===== config.mk =====
export PLATFORM = sky130hd
export DESIGN_NAME = div_unit_flat
export DESIGN_NICKNAME = d
export VERILOG_FILES = /design/src/rtl/div_unit_if.sv /design/src/rtl/div_unit.sv /design/src/flat_wrapper.sv
export SDC_FILE = /design/constraint.sdc
export NUM_CORES = 1
export LEC_CHECK = 0
export CORE_UTILIZATION = 35
export CTS_CLUSTER_SIZE = 10
export DETAILED_ROUTE_END_ITERATION = 10
export PLACE_DENSITY = 0.6
export SETUP_SLACK_MARGIN = 0.02
export SLEW_MARGIN = 5
export SYNTH_ARGS = -nofsm -noshare
export SYNTH_HDL_FRONTEND = slang
export SYNTH_SLANG_ARGS = --single-unit

===== constraint.sdc =====
create_clock -name clk -period 4.1 [get_ports clk]
set_input_delay 0.82 -clock clk [delete_from_list [all_inputs] [get_ports clk]]
set_output_delay 0.82 -clock clk [all_outputs]
set_load 0.02 [all_outputs]

===== src/rtl/div_unit_if.sv =====
// Request/response bundle between the EX stage and the multi-cycle divider.
// The master side issues DIV/DIVU requests; the slave side is the divider.
interface div_unit_if #(
    parameter int WIDTH = 32
);
    logic                   start;
    logic                   signed_div;
    logic [WIDTH-1:0]       opdata1;
    logic [WIDTH-1:0]       opdata2;
    logic                   annul;
    logic                   busy;
    logic                   ready;
    logic [2*WIDTH-1:0]     result;

    modport master (
        output start, signed_div, opdata1, opdata2, annul,
        input  busy, ready, result
    );

    modport slave (
        input  start, signed_div, opdata1, opdata2, annul,
        output busy, ready, result
    );
endinterface


===== src/rtl/div_unit.sv =====
// Radix-2 restoring divider for MIPS DIV/DIVU, one quotient bit per clock.
// Result is {remainder, quotient}; busy stalls the pipeline while it works.
module div_unit #(
    parameter int WIDTH = 32
) (
    input  logic      clk,
    input  logic      resetn,
    div_unit_if.slave bus
);
    localparam int CW = (WIDTH > 1) ? $clog2(WIDTH) : 1;

    typedef enum logic [1:0] {IDLE, DIV_ZERO, RUN, DONE} state_t;

    state_t               state_q, state_d;
    logic [CW-1:0]        counter_q, counter_d;
    logic [WIDTH-1:0]     rem_q, rem_d;
    logic [WIDTH-1:0]     quo_q, quo_d;
    logic [WIDTH-1:0]     dsr_q, dsr_d;
    logic [WIDTH-1:0]     op1_q, op1_d;
    logic                 neg_quo_q, neg_quo_d;
    logic                 neg_rem_q, neg_rem_d;
    logic                 busy_q, busy_d;
    logic                 ready_q, ready_d;
    logic [2*WIDTH-1:0]   result_q, result_d;

    logic [WIDTH-1:0]     mag1, mag2;
    logic [WIDTH:0]       trial_rem, trial_diff;
    logic [WIDTH-1:0]     step_rem, step_quo;

    // The trial subtraction carries one extra bit so divisors above 2^(WIDTH-1) still work.
    always_comb begin
        mag1 = (bus.signed_div && bus.opdata1[WIDTH-1]) ? -bus.opdata1 : bus.opdata1;
        mag2 = (bus.signed_div && bus.opdata2[WIDTH-1]) ? -bus.opdata2 : bus.opdata2;

        trial_rem  = {rem_q, quo_q[WIDTH-1]};
        trial_diff = trial_rem - {1'b0, dsr_q};
        step_rem   = trial_diff[WIDTH] ? trial_rem[WIDTH-1:0] : trial_diff[WIDTH-1:0];
        step_quo   = {quo_q[WIDTH-2:0], ~trial_diff[WIDTH]};

        state_d   = state_q;
        counter_d = counter_q;
        rem_d     = rem_q;
        quo_d     = quo_q;
        dsr_d     = dsr_q;
        op1_d     = op1_q;
        neg_quo_d = neg_quo_q;
        neg_rem_d = neg_rem_q;
        busy_d    = busy_q;
        ready_d   = 1'b0;
        result_d  = result_q;

        case (state_q)
            IDLE: begin
                busy_d = 1'b0;
                if (bus.start && !bus.annul) begin
                    op1_d     = bus.opdata1;
                    rem_d     = '0;
                    quo_d     = mag1;
                    dsr_d     = mag2;
                    neg_quo_d = bus.signed_div & (bus.opdata1[WIDTH-1] ^ bus.opdata2[WIDTH-1]);
                    neg_rem_d = bus.signed_div & bus.opdata1[WIDTH-1];
                    counter_d = '0;
                    busy_d    = 1'b1;
                    state_d   = (bus.opdata2 == '0) ? DIV_ZERO : RUN;
                end
            end
            DIV_ZERO: begin
                busy_d = 1'b0;
                if (bus.annul) begin
                    state_d = IDLE;
                end else begin
                    result_d = {op1_q, {WIDTH{1'b1}}};
                    ready_d  = 1'b1;
                    state_d  = DONE;
                end
            end
            RUN: begin
                if (bus.annul) begin
                    busy_d  = 1'b0;
                    state_d = IDLE;
                end else begin
                    rem_d     = step_rem;
                    quo_d     = step_quo;
                    counter_d = counter_q + 1'b1;
                    if (counter_q == CW'(WIDTH - 1)) begin
                        result_d = {neg_rem_q ? -step_rem : step_rem,
                                    neg_quo_q ? -step_quo : step_quo};
                        busy_d   = 1'b0;
                        ready_d  = 1'b1;
                        state_d  = DONE;
                    end
                end
            end
            DONE: begin
                busy_d  = 1'b0;
                state_d = IDLE;
            end
            default: begin
                busy_d  = 1'b0;
                state_d = IDLE;
            end
        endcase
    end

    always_ff @(posedge clk or negedge resetn) begin
        if (!resetn) begin
            state_q   <= IDLE;
            counter_q <= '0;
            rem_q     <= '0;
            quo_q     <= '0;
            dsr_q     <= '0;
            op1_q     <= '0;
            neg_quo_q <= 1'b0;
            neg_rem_q <= 1'b0;
            busy_q    <= 1'b0;
            ready_q   <= 1'b0;
            result_q  <= '0;
        end else begin
            state_q   <= state_d;
            counter_q <= counter_d;
            rem_q     <= rem_d;
            quo_q     <= quo_d;
            dsr_q     <= dsr_d;
            op1_q     <= op1_d;
            neg_quo_q <= neg_quo_d;
            neg_rem_q <= neg_rem_d;
            busy_q    <= busy_d;
            ready_q   <= ready_d;
            result_q  <= result_d;
        end
    end

    assign bus.busy   = busy_q;
    assign bus.ready  = ready_q;
    assign bus.result = result_q;
endmodule

===== src/flat_wrapper.sv =====
// flat-port wrapper written by rule: the top's interface ports become plain ports
module div_unit_flat 
#(
    parameter int WIDTH = 32
)
  (clk, resetn, bus_start, bus_signed_div, bus_opdata1, bus_opdata2, bus_annul, bus_busy, bus_ready, bus_result);
  div_unit_if #(.WIDTH(WIDTH)) bus_i ();
  input  logic clk;
  input  logic resetn;
  input wire logic [$bits(bus_i.start)-1:0] bus_start;
  input wire logic [$bits(bus_i.signed_div)-1:0] bus_signed_div;
  input wire logic [$bits(bus_i.opdata1)-1:0] bus_opdata1;
  input wire logic [$bits(bus_i.opdata2)-1:0] bus_opdata2;
  input wire logic [$bits(bus_i.annul)-1:0] bus_annul;
  output wire logic [$bits(bus_i.busy)-1:0] bus_busy;
  output wire logic [$bits(bus_i.ready)-1:0] bus_ready;
  output wire logic [$bits(bus_i.result)-1:0] bus_result;
  assign bus_i.start = bus_start;
  assign bus_i.signed_div = bus_signed_div;
  assign bus_i.opdata1 = bus_opdata1;
  assign bus_i.opdata2 = bus_opdata2;
  assign bus_i.annul = bus_annul;
  assign bus_busy = bus_i.busy;
  assign bus_ready = bus_i.ready;
  assign bus_result = bus_i.result;
  div_unit #(.WIDTH(WIDTH)) u_core (.clk(clk), .resetn(resetn), .bus(bus_i));
endmodule

=== After elaboration in Yosys (flattened, before gate mapping) ===
Index checks and enable logic that the tools add are counted.

* Add/sub/neg operators: 6
* Equality and inequality tests: 9
* Mux-type cells: 32
* Bitwise gates (word level): 4
* Reductions and logical operators: 13

{| class="wikitable"
|+ Operator list
! operator !! number
|-
| $mux W32 || 9
|-
| $mux W64 || 3
|-
| $neg A32 Y32 || 4
|-
| $pmux W32 S2 || 2
|-
| $pmux W64 S2 || 1
|-
| $sub A33 B32 Y33 || 1
|-
| $logic_not A32 Y1 || 1
|-
| $mux W2 || 5
|-
| $mux W5 || 2
|-
| $pmux W5 S2 || 1
|-
| $pmux W2 S4 || 1
|-
| $mux W1 || 6
|-
| $add A5 B1 Y5 const B || 1
|-
| $eq A5 B5 Y1 const B || 1
|-
| $eq A2 B2 Y1 const B || 2
|-
| $ne A2 B1 Y1 const B || 2
|-
| $ne A2 B2 Y1 const B || 2
|-
| $reduce_and A2 Y1 || 2
|-
| $reduce_and A4 Y1 || 1
|-
| $reduce_bool A2 Y1 || 2
|-
| $logic_and A1 B1 Y1 || 3
|-
| $ne A3 B2 Y1 const B || 1
|-
| $pmux W1 S3 || 1
|-
| $reduce_and A3 Y1 || 1
|-
| other kinds (8) || 9
|}

* Flip-flop bits (word level): 203
* Bits of input ports: 69
* Output and inout bits: 66
* Logic and storage cells: 75

=== Depth between registers and ports, before layout ===
Gate-level depths: netlist of the first run.

* Depth in word-level cells: 7
* Depth in mapped cells: 23
* Mapped depth without buffers: 21

=== Worst setup path after synthesis of the first run ===
OpenSTA, ideal clock, no wires.

* Path kind: flip-flop to flip-flop
* From: register u_core.rem_q[20]
* To: register u_core.result_q[52] (netlist: u_core.bus.result[52])
* Library setup time: 0.119 ns
* Arrival: 4.340 ns
* Data required time: 3.981 ns
* Path slack: -0.359 ns
* Stages on the path, launching flop included: 21
* Path buffers: 3
* Period minus slack after synthesis: 4.459 ns
* Cell sequence: dfrtp_1 ha_1 buf_2 a21oi_2 o21ai_1 a311o_1 or3_1 mux2i_4 nor2_8 inv_4 clkbuf_1 buf_2 mux2i_1 ha_1 nand2_1 a2111oi_4 a311oi_4 a21oi_1 a21boi_1 xor2_1 o21a_1

* Longest elaborated chain between the ends: 7

{| class="wikitable"
|+ Ends and longest elaborated chain
! item !! line !! text
|-
| from (decl) || div_unit.sv:16 || <nowiki>logic [WIDTH-1:0] rem_q, rem_d;</nowiki>
|-
| from (signal assigned) || div_unit.sv:121 || <nowiki>rem_q <= rem_d;</nowiki>
|-
| $sub A33 B32 Y33 * || div_unit.sv:36 || <nowiki>trial_diff = trial_rem - {1'b0, dsr_q};</nowiki>
|-
| $mux W32 * || div_unit.sv:37 || <nowiki>step_rem = trial_diff[WIDTH] ? trial_rem[WIDTH-1:0] : trial_diff[WIDTH-1:0];</nowiki>
|-
| $neg A32 Y32 || div_unit.sv:86 || <nowiki>result_d = {neg_rem_q ? -step_rem : step_rem,</nowiki>
|-
| $mux W32 * || div_unit.sv:86 ||
|-
| $mux W64 * || div_unit.sv:85 || <nowiki>if (counter_q == CW'(WIDTH - 1)) begin</nowiki>
|-
| $mux W64 * || div_unit.sv:78 || <nowiki>if (bus.annul) begin</nowiki>
|-
| $pmux W64 S2 * || div_unit.sv:52 || <nowiki>case (state_q)</nowiki>
|-
| to (signal assigned) || div_unit.sv:129 || <nowiki>result_q <= result_d;</nowiki>
|-
| to (decl) || div_unit.sv:24 || <nowiki>logic [2*WIDTH-1:0] result_q, result_d;</nowiki>
|}

Mark *: on every way between the ends. The rest lies on a longest branch, timed or not. The select of a mux whose other input is x is not followed.
A chain may end at the register's enable or synchronous reset.

=== Worst setup path after layout of the first run ===
* From: register u_core.rem_q[1]
* To: register u_core.result_q[43] (netlist: u_core.bus.result[43])

* Longest elaborated chain between the ends: 7

{| class="wikitable"
|+ Ends and longest elaborated chain
! item !! line
|-
| $sub A33 B32 Y33 || div_unit.sv:36
|-
| $mux W32 * || div_unit.sv:37
|-
| $neg A32 Y32 || div_unit.sv:86
|-
| $mux W32 * || div_unit.sv:86
|-
| $mux W64 * || div_unit.sv:85
|-
| $mux W64 * || div_unit.sv:78
|-
| $pmux W64 S2 * || div_unit.sv:52
|}

Marked as above.

==> PnR_summary.wiki, run 1 <==
{| class="wikitable"
! Metric !! Value
|-
| Fraction of synthesized cell area taken by the top area cell type || 36.58%
|-
| Top post-synthesis cells by area || sky130_fd_sc_hd__dfrtp_1 (37%), sky130_fd_sc_hd__o21ai_0 (6.1%), sky130_fd_sc_hd__a21oi_1 (5.0%)
|-
| Clock tree sinks || 203
|-
| Post-synthesis instance total || 1612
|-
| Die Wd || 201.2 um
|-
| IR Drop Worst-Case VDD || 0.3256 mV
|-
| Leakage power figure || 7.365 nW
|-
| Maximum clock frequency || 252.0 MHz
|-
| Half-perimeter wire length of the detailed placement result || 32.63 mm
|-
| Number of hold violations in the final report || 0
|-
| Wire length after detailed routing || 43.39 mm
|-
| Post-CTS clock slew at the launch and capture registers of the worst setup and hold paths || 0.06 ns
|-
| Area leader, netlist || sky130_fd_sc_hd__dfrtp_1
|-
| DRC Markers || 0
|-
| Port bufs || 134
|-
| Sequential share of the synthesized area || 36.58%
|-
| Async set-or-reset flop fraction in the synthesized netlist || 100.0%
|-
| Buffer depth of the longest clock path || 3
|-
| Clock Skew || 0.02165 ns
|-
| Total clock buffers created by CTS || 26
|-
| Total global routing overflow || 0
|-
| Post-Syn Area || 13890 um^2
|-
| Ant. Diodes || 0
|-
| CP required || 4.58 ns
|-
| Layout cell share with drive strength beyond 1 || 14.60%
|-
| Number of register bits inferred by synthesis || 203
|-
| Avg WL per Cell || 18.71 um
|-
| Primary FF master, synth || sky130_fd_sc_hd__dfrtp_1
|-
| Drt via density || 5.458
|-
| Worst Path Class, Setup || reg -> reg
|-
| Top fanout value on the critical path || 10
|-
| CP startpoint kind || register
|-
| Final critical path time including I/O delays and setup || 3.968 ns
|-
| Setup slack at placement || -0.01106 ns
|-
| Layout Nets || 1900
|-
| Clock tree from TritonCTS || done
|-
| Total number of vias || 12660
|-
| Arrival @ worst endpoint || 4.45 ns
|-
| First drt pass iteration count || 5
|-
| Crit path top cell by count || sky130_fd_sc_hd__a21oi_1
|-
| Run status || finished, final reports clean
|-
| Slowest-stage cell, CP || sky130_fd_sc_hd__a211oi_1
|-
| Yosys warns || 0
|-
| Synthesized area divided by synthesized cell count || 8.614 um^2
|-
| Floorplan Core Area || 38920 um^2
|-
| Most frequent cells in the layout || sky130_fd_sc_hd__dfrtp_1 (203), sky130_fd_sc_hd__o21ai_0 (166), sky130_fd_sc_hd__nand2_1 (161)
|-
| Final number of setup-violating endpoints || 0
|-
| Global-route wire length before repair || 69.03 mm
|-
| Cell chosen for the clock root || sky130_fd_sc_hd__clkbuf_16
|-
| Slew @ Worst Pin || 1.034 ns
|-
| Endpoint type of the worst setup path || register
|-
| Number of slew-limit violations in the final report || 0
|-
| Number of antenna violations at the first check in global routing || 0
|-
| Die footprint || 40470 um^2
|-
| Pwr Total || 13.52 mW
|-
| Die height || 201.2 um
|-
| P per Cell Area || 779.7 nW/um^2
|-
| Final Util || 44.57%
|-
| Fin worst setup slack || 0.1315 ns
|-
| Max-capacitance violation count || 0
|-
| Headroom to the max-slew limit || 31.09%
|-
| Initial detailed-routing violation count || 803
|-
| Total buffers and inverters traversed by the critical path || 1
|-
| Hold/Removal Path Class || in -> async
|-
| Synthesis-to-layout area growth || 24.91%
|-
| Pin count of the biggest net entering global routing || 77
|-
| Most common library cell in the layout ignoring fill and taps || sky130_fd_sc_hd__dfrtp_1
|-
| Longest individual stage delay on the worst path || 0.81 ns
|-
| Syn Nets || 1724
|-
| Via count of the first global-routing pass || 12600
|-
| # IOs || 135
|-
| Count of H-tree levels built during CTS || 1
|-
| Initial core utilization || 35.68%
|-
| Post-synth EDFFs || 0
|-
| Number of rows created at floorplan || 72
|-
| Number of distinct library cell variants in the gate-level netlist after synthesis || 89
|-
| Routability congestion estimate || 0.8861
|-
| Clock latency on the worst-skew pair || 0.55 ns
|-
| Final Cycle Share || 96.79%
|-
| Setup repair after global routing missed its margin || true
|-
| Crit-path leading delay family || compound AO/OA/AOI/OAI gates
|-
| Sequence of cells on the critical path || ha_1 > a211oi_2 > o211ai_1 > nand2_1 > a211oi_4 > mux2i_4 > buf_4 > nor4_1 > a211oi_1 > a21oi_1 > xnor2_1 > a21oi_1 > a21o_1
|-
| Combined global-route utilization of all metal layers || 21.21%
|-
| Antenna-violating nets left || 0
|}
## sequential cells by signal, indices dropped and copies added (netlist names), 2 cells and up
register	count
u_core.op1_q	32
u_core.state_q	2
u_core.quo_q	32
u_core.dsr_q	32
u_core.bus.result	64
u_core.counter_q	5
u_core.rem_q	32
## synth_stat cells, types with 23 or more instances
library cell / instances
sky130_fd_sc_hd__a21o_1: 29
sky130_fd_sc_hd__a21oi_1: 139
sky130_fd_sc_hd__a22oi_1: 30
sky130_fd_sc_hd__clkbuf_1: 70
sky130_fd_sc_hd__dfrtp_1: 203
sky130_fd_sc_hd__ha_1: 42
sky130_fd_sc_hd__inv_1: 58
sky130_fd_sc_hd__mux2_2: 35
sky130_fd_sc_hd__mux2i_1: 23
sky130_fd_sc_hd__nand2_1: 162
sky130_fd_sc_hd__nand3_1: 46
sky130_fd_sc_hd__nor2_1: 115
sky130_fd_sc_hd__nor3_1: 39
sky130_fd_sc_hd__o21ai_0: 169
sky130_fd_sc_hd__or3_1: 24
sky130_fd_sc_hd__xnor2_1: 76
sky130_fd_sc_hd__xor2_1: 58
## through the flow
step / hold WS, ns / cell area [um^2] / TNS (ns) / instances
4_1_cts: 0.3253 / 17180 / 0 / 2314
3_3_place_gp: 0.4617 / 16240 / 0 / 2266
2_1_floorplan: 0.4446 / 13900 / 0 / 1612
3_5_place_dp: 0.4658 / 16240 / -0.01106 / 2266
6_report: 0.2941 / 17350 / 0 / 2319
5_1_grt: 0.3405 / 17350 / -0.02452 / 2319
## where the power goes
part | switching [mW] | total [mW] | internal [mW]
Combinational | 4.50 | 7.80 | 3.30
Clock | 0.905 | 2.26 | 1.35
Sequential | 0.648 | 3.47 | 2.82
Total | 6.05 | 13.5 | 7.48
## area by class of cell
type                       count  area, um^2
clock buffer                  38       775.7
clock inverter                 3       51.30
inverter                      59       229.0
fill                        3834       21570
multi-input combinational   1258        8379
sequential                   203        5080
timing repair buffer         240        2182
tap                          518       648.1
## layer usage
metal | up-vias | GRT usage (%) | wire, um
met5 | - | 0 | 0
met4 | 0 | 6.683 | 1308
met3 | 52 | 3.288 | 2196
met2 | 294 | 35.27 | 20530
met1 | 6148 | 28.22 | 19360
li1 | 6163 | - | -
## worst register-to-register path, cell delays in order, from the launching register on
cell	delay, ns
sky130_fd_sc_hd__dfrtp_1	0.44
sky130_fd_sc_hd__ha_1	0.42
sky130_fd_sc_hd__a211oi_2	0.12
sky130_fd_sc_hd__o211ai_1	0.22
sky130_fd_sc_hd__nand2_1	0.15
sky130_fd_sc_hd__a211oi_4	0.31
sky130_fd_sc_hd__mux2i_4	0.35
sky130_fd_sc_hd__buf_4	0.25
sky130_fd_sc_hd__nor4_1	0.07
sky130_fd_sc_hd__a211oi_1	0.81
sky130_fd_sc_hd__a21oi_1	0.13
sky130_fd_sc_hd__xnor2_1	0.17
sky130_fd_sc_hd__a21oi_1	0.35
sky130_fd_sc_hd__a21o_1	0.13
## worst paths after layout
path / slack, ns / start / cells after the start / to
worst max-delay path: 0.13 / u_core.rem_q[1] / 13 / u_core.bus.result[43]
worst min-delay path: 0.29 / resetn / 1 / u_core.quo_q[27]
worst max register to register: 0.13 / u_core.rem_q[1] / 13 / u_core.bus.result[43]
worst min register to register: 0.48 / u_core.dsr_q[21] / 2 / u_core.dsr_q[21]
max in group asynchronous: 2.80 / resetn / 2 / u_core.quo_q[16]
min in group clk: 0.48 / u_core.dsr_q[21] / 2 / u_core.dsr_q[21]
## logic make-up after synthesis
family / after synthesis / share of synthesized area (%)
flops: 203 / 36.58
compound gates: 533 / 24.73
xor+xnor: 134 / 8.452
buf+inv: 152 / 4.613
mux: 59 / 4.658
simple gates: 488 / 17.03
fa+ha+maj: 43 / 3.929
## what timing repair did
item	CTS	global route
buffers inserted	6	6
cloned	1	0
hold buffers	0	0
setup endpoints to repair	2	25
pin swaps	8	16
resized for setup	13	29
Power figures use the tool's default switching activity.
==> inputs of run 2 (changes only) <==
--- a/config.mk
+++ b/config.mk
@@ -6,8 +6,11 @@
 export NUM_CORES = 1
 export LEC_CHECK = 0
 export CORE_UTILIZATION = 35
+export CTS_CLUSTER_DIAMETER = 200
 export CTS_CLUSTER_SIZE = 10
 export DETAILED_ROUTE_END_ITERATION = 10
+export GPL_TIMING_DRIVEN = 0
+export HOLD_SLACK_MARGIN = 0.05
 export PLACE_DENSITY = 0.6
 export SETUP_SLACK_MARGIN = 0.02
 export SLEW_MARGIN = 5
==> PnR_summary.wiki, run 2 (synthesis results as in run 1) <==
{| class="wikitable"
! Metric !! Value
|-
| Drt via density || 5.731 (+5.0%)
|-
| Instance count on the critical path || 20 (+7)
|-
| Fin worst setup slack || -0.1671 ns (-0.2987 ns)
|-
| IR Drop Worst-Case VDD || 0.3920 mV (+20%)
|-
| Pwr Total || 13.87 mW (+2.5%)
|-
| Maximum clock frequency || 234.3 MHz (-7.0%)
|-
| Crit-path leading delay family || compound AO/OA/AOI/OAI gates
|-
| Leakage power figure || 7.277 nW (-1.2%)
|-
| Buffer depth of the longest clock path || 3 (unchanged)
|-
| Sequential share of power || 25.2% (-0.4 points)
|-
| Final Cycle Share || 104.1% (+7.3 points)
|-
| Finished Layout Cells || 2336 (+0.73%)
|-
| Setup repair after global routing missed its margin || true
|-
| Hold/Removal Path Class || in -> async
|-
| Endpoint type of the worst setup path || register
|-
| Pin count of the biggest net entering global routing || 93 (+21%)
|-
| Die Wd || 201.2 um (unchanged)
|-
| CP required || 4.56 ns (-0.02 ns)
|-
| Final critical path time including I/O delays and setup || 4.267 ns (+0.2987 ns)
|-
| Total global routing overflow || 0 (unchanged)
|-
| Slew @ Worst Pin || 1.212 ns (+0.1786 ns)
|-
| Count of H-tree levels built during CTS || 1 (unchanged)
|-
| Wire length after detailed routing || 49.42 mm (+14%)
|-
| Half-perimeter wire length of the detailed placement result || 37.24 mm (+14%)
|-
| Most frequent cells in the layout || sky130_fd_sc_hd__dfrtp_1 (186), sky130_fd_sc_hd__o21ai_0 (166), sky130_fd_sc_hd__nand2_1 (156)
|-
| Violations in the final reports || setup timing
|-
| Clock Skew || 0.01973 ns (-0.001918 ns)
|-
| DRC Markers || 0 (unchanged)
|-
| Hold-fix buffers at CTS || 0 (unchanged)
|-
| Top fanout value on the critical path || 9 (-1)
|-
| Most common library cell in the layout ignoring fill and taps || sky130_fd_sc_hd__dfrtp_1
|-
| Routability congestion estimate || 0.9114 (+2.9%)
|-
| # IOs || 135 (unchanged)
|-
| Layout cell share with drive strength beyond 1 || 15.24% (+0.63 points)
|-
| CP startpoint kind || register
|-
| Clock tree from TritonCTS || done
|-
| Post-placement cell count || 2265 (-0.044%)
|-
| Worst Path Class, Setup || reg -> reg
|-
| Longest individual stage delay on the worst path || 0.46 ns (-0.35 ns)
|-
| Sequence of cells on the critical path || ha_1 > clkbuf_4 > nand2_4 > nor2_4 > a311o_1 > or3_4 > mux2i_4 > nor2_8 > clkinv_4 > clkbuf_16 > mux2i_4 > ha_4 > nand2_4 > a2111oi_4 > buf_4 > a31oi_4 > o41ai_2 > xor2_1 > nand2_1 > a21oi_1
|-
| Number of antenna violations at the first check in global routing || 1 (+1)
|-
| Path depth of the worst reg2reg path || 20 (+7)
|-
| Max reg flops || 64 (unchanged)
|-
| Total buffers and inverters traversed by the critical path || 4 (+3)
|-
| Total number of vias || 13390 (+5.8%)
|-
| Initial core utilization || 35.68% (unchanged)
|-
| Antenna-violating nets left || 0 (unchanged)
|-
| Synthesis-to-layout area growth || 27.52%
|-
| Die footprint || 40470 um^2 (unchanged)
|-
| First drt pass iteration count || 6 (+1)
|-
| Layout Nets || 1930 (+1.6%)
|-
| Arrival @ worst endpoint || 4.73 ns (+0.28 ns)
|-
| Via count of the first global-routing pass || 13130 (+4.2%)
|-
| Run status || complete, but fails checks
|-
| Total clock buffers created by CTS || 24 (-7.7%)
|-
| Avg WL per Cell || 21.16 um (+13%)
|-
| Floorplan Core Area || 38920 um^2 (unchanged)
|-
| Number of rows created at floorplan || 72 (unchanged)
|-
| Global-route wire length before repair || 75.48 mm (+9.3%)
|-
| Initial detailed-routing violation count || 1142 (+42%)
|-
| Setup slack at placement || -1.041 ns (-1.030 ns)
|-
| Final Util || 45.50% (+0.93 points)
|-
| Final number of setup-violating endpoints || 12 (+12)
|-
| Port bufs || 133 (-0.75%)
|-
| Slowest-stage cell, CP || sky130_fd_sc_hd__dfrtp_2
|-
| Post-CTS clock slew at the launch and capture registers of the worst setup and hold paths || 0.06 ns (about the same)
|-
| Clock network power share || 13.6% (-3.1 points)
|-
| Die height || 201.2 um (unchanged)
|-
| Clock latency on the worst-skew pair || 0.55 ns (about the same)
|-
| Ant. Diodes || 0 (unchanged)
|-
| Worst Hold Slack || 0.1401 ns (-0.1540 ns)
|-
| P per Cell Area || 783.1 nW/um^2 (+0.44%)
|-
| Net switching power || 6.506 mW (+7.6%)
|-
| Number of hold violations in the final report || 0 (unchanged)
|-
| Switching share of total power || 46.92% (+2.2 points)
|-
| Cell chosen for the clock root || sky130_fd_sc_hd__clkbuf_16
|-
| Headroom to the max-slew limit || 19.18% (-12 points)
|-
| Comb power frac || 61.2% (+3.5 points)
|-
| Internal cell power || 7.361 mW (-1.5%)
|-
| Combined global-route utilization of all metal layers || 23.89% (+2.7 points)
|-
| Max-capacitance violation count || 0 (unchanged)
|-
| Clock tree sinks || 203 (unchanged)
|-
| Number of slew-limit violations in the final report || 0 (unchanged)
|}
run 2: changes by cell type in the layout (fill, tap and decap cells not counted), sizes merged:
| cell | before | now |
|---|---|---|
| buf | 106 | 70 |
| bufinv | 1 | 0 |
| clkbuf | 39 | 94 |
| clkdlybuf4s50 | 133 | 132 |
run 2: worst paths after layout:
kind                                        from                    end  slack (ns)
worst max register to register  u_core.rem_q[17]  u_core.bus.result[54]       -0.17
worst min-delay path                      resetn  u_core.bus.result[20]        0.14
min in group clk                 u_core.dsr_q[6]        u_core.dsr_q[6]        0.48
max in group asynchronous                 resetn        u_core.rem_q[6]        3.19
worst max-delay path            u_core.rem_q[17]  u_core.bus.result[54]       -0.17
worst min register to register   u_core.dsr_q[6]        u_core.dsr_q[6]        0.48
run 2: final cells by class:
cell class	instances	area [um^2]
fill	3784	21210
multi-input combinational	1258	8843
sequential	203	5101
timing repair buffer	181	1772
tap	518	648.1
clock buffer	24	600.6
buffer	91	490.5
inverter	59	226.5
clock inverter	2	25.02
run 2: repair_timing:
item                                    4_1_cts  5_1_grt
resized for setup                            94       76
pin swaps                                    25       38
endpoints found under the setup margin       38       35
buffers inserted                             30       17
cloned                                        1        0
run 2: through the flow:
step / setup TNS (ns) / area (um^2)
floorplan: 0 / 13900
global placement: -1343.45 / 15880
detailed placement: -19.90 / 15940
CTS: -3.628 / 17230
global route: -3.348 / 17710
finish: -1.189 / 17710
run 2: power groups by stage:
stage                     Combinational, mW  Clock [mW]  Sequential [mW]
after floorplan                        4.63           0             3.65
after global placement                 7.10           0             3.49
after detailed placement               7.20           0             3.51
after CTS                              7.84        1.92             3.49
after global routing                   9.16        1.99             3.60
final                                  8.48        1.89             3.49
run 2: layer usage:
metal,vias to the layer above,GRT usage [%],wire length [um]
met3,90,3.774,3111
met5,-,0,0
met4,0,7.278,1628
li1,6229,-,-
met1,6643,33.51,22580
met2,425,37.69,22100
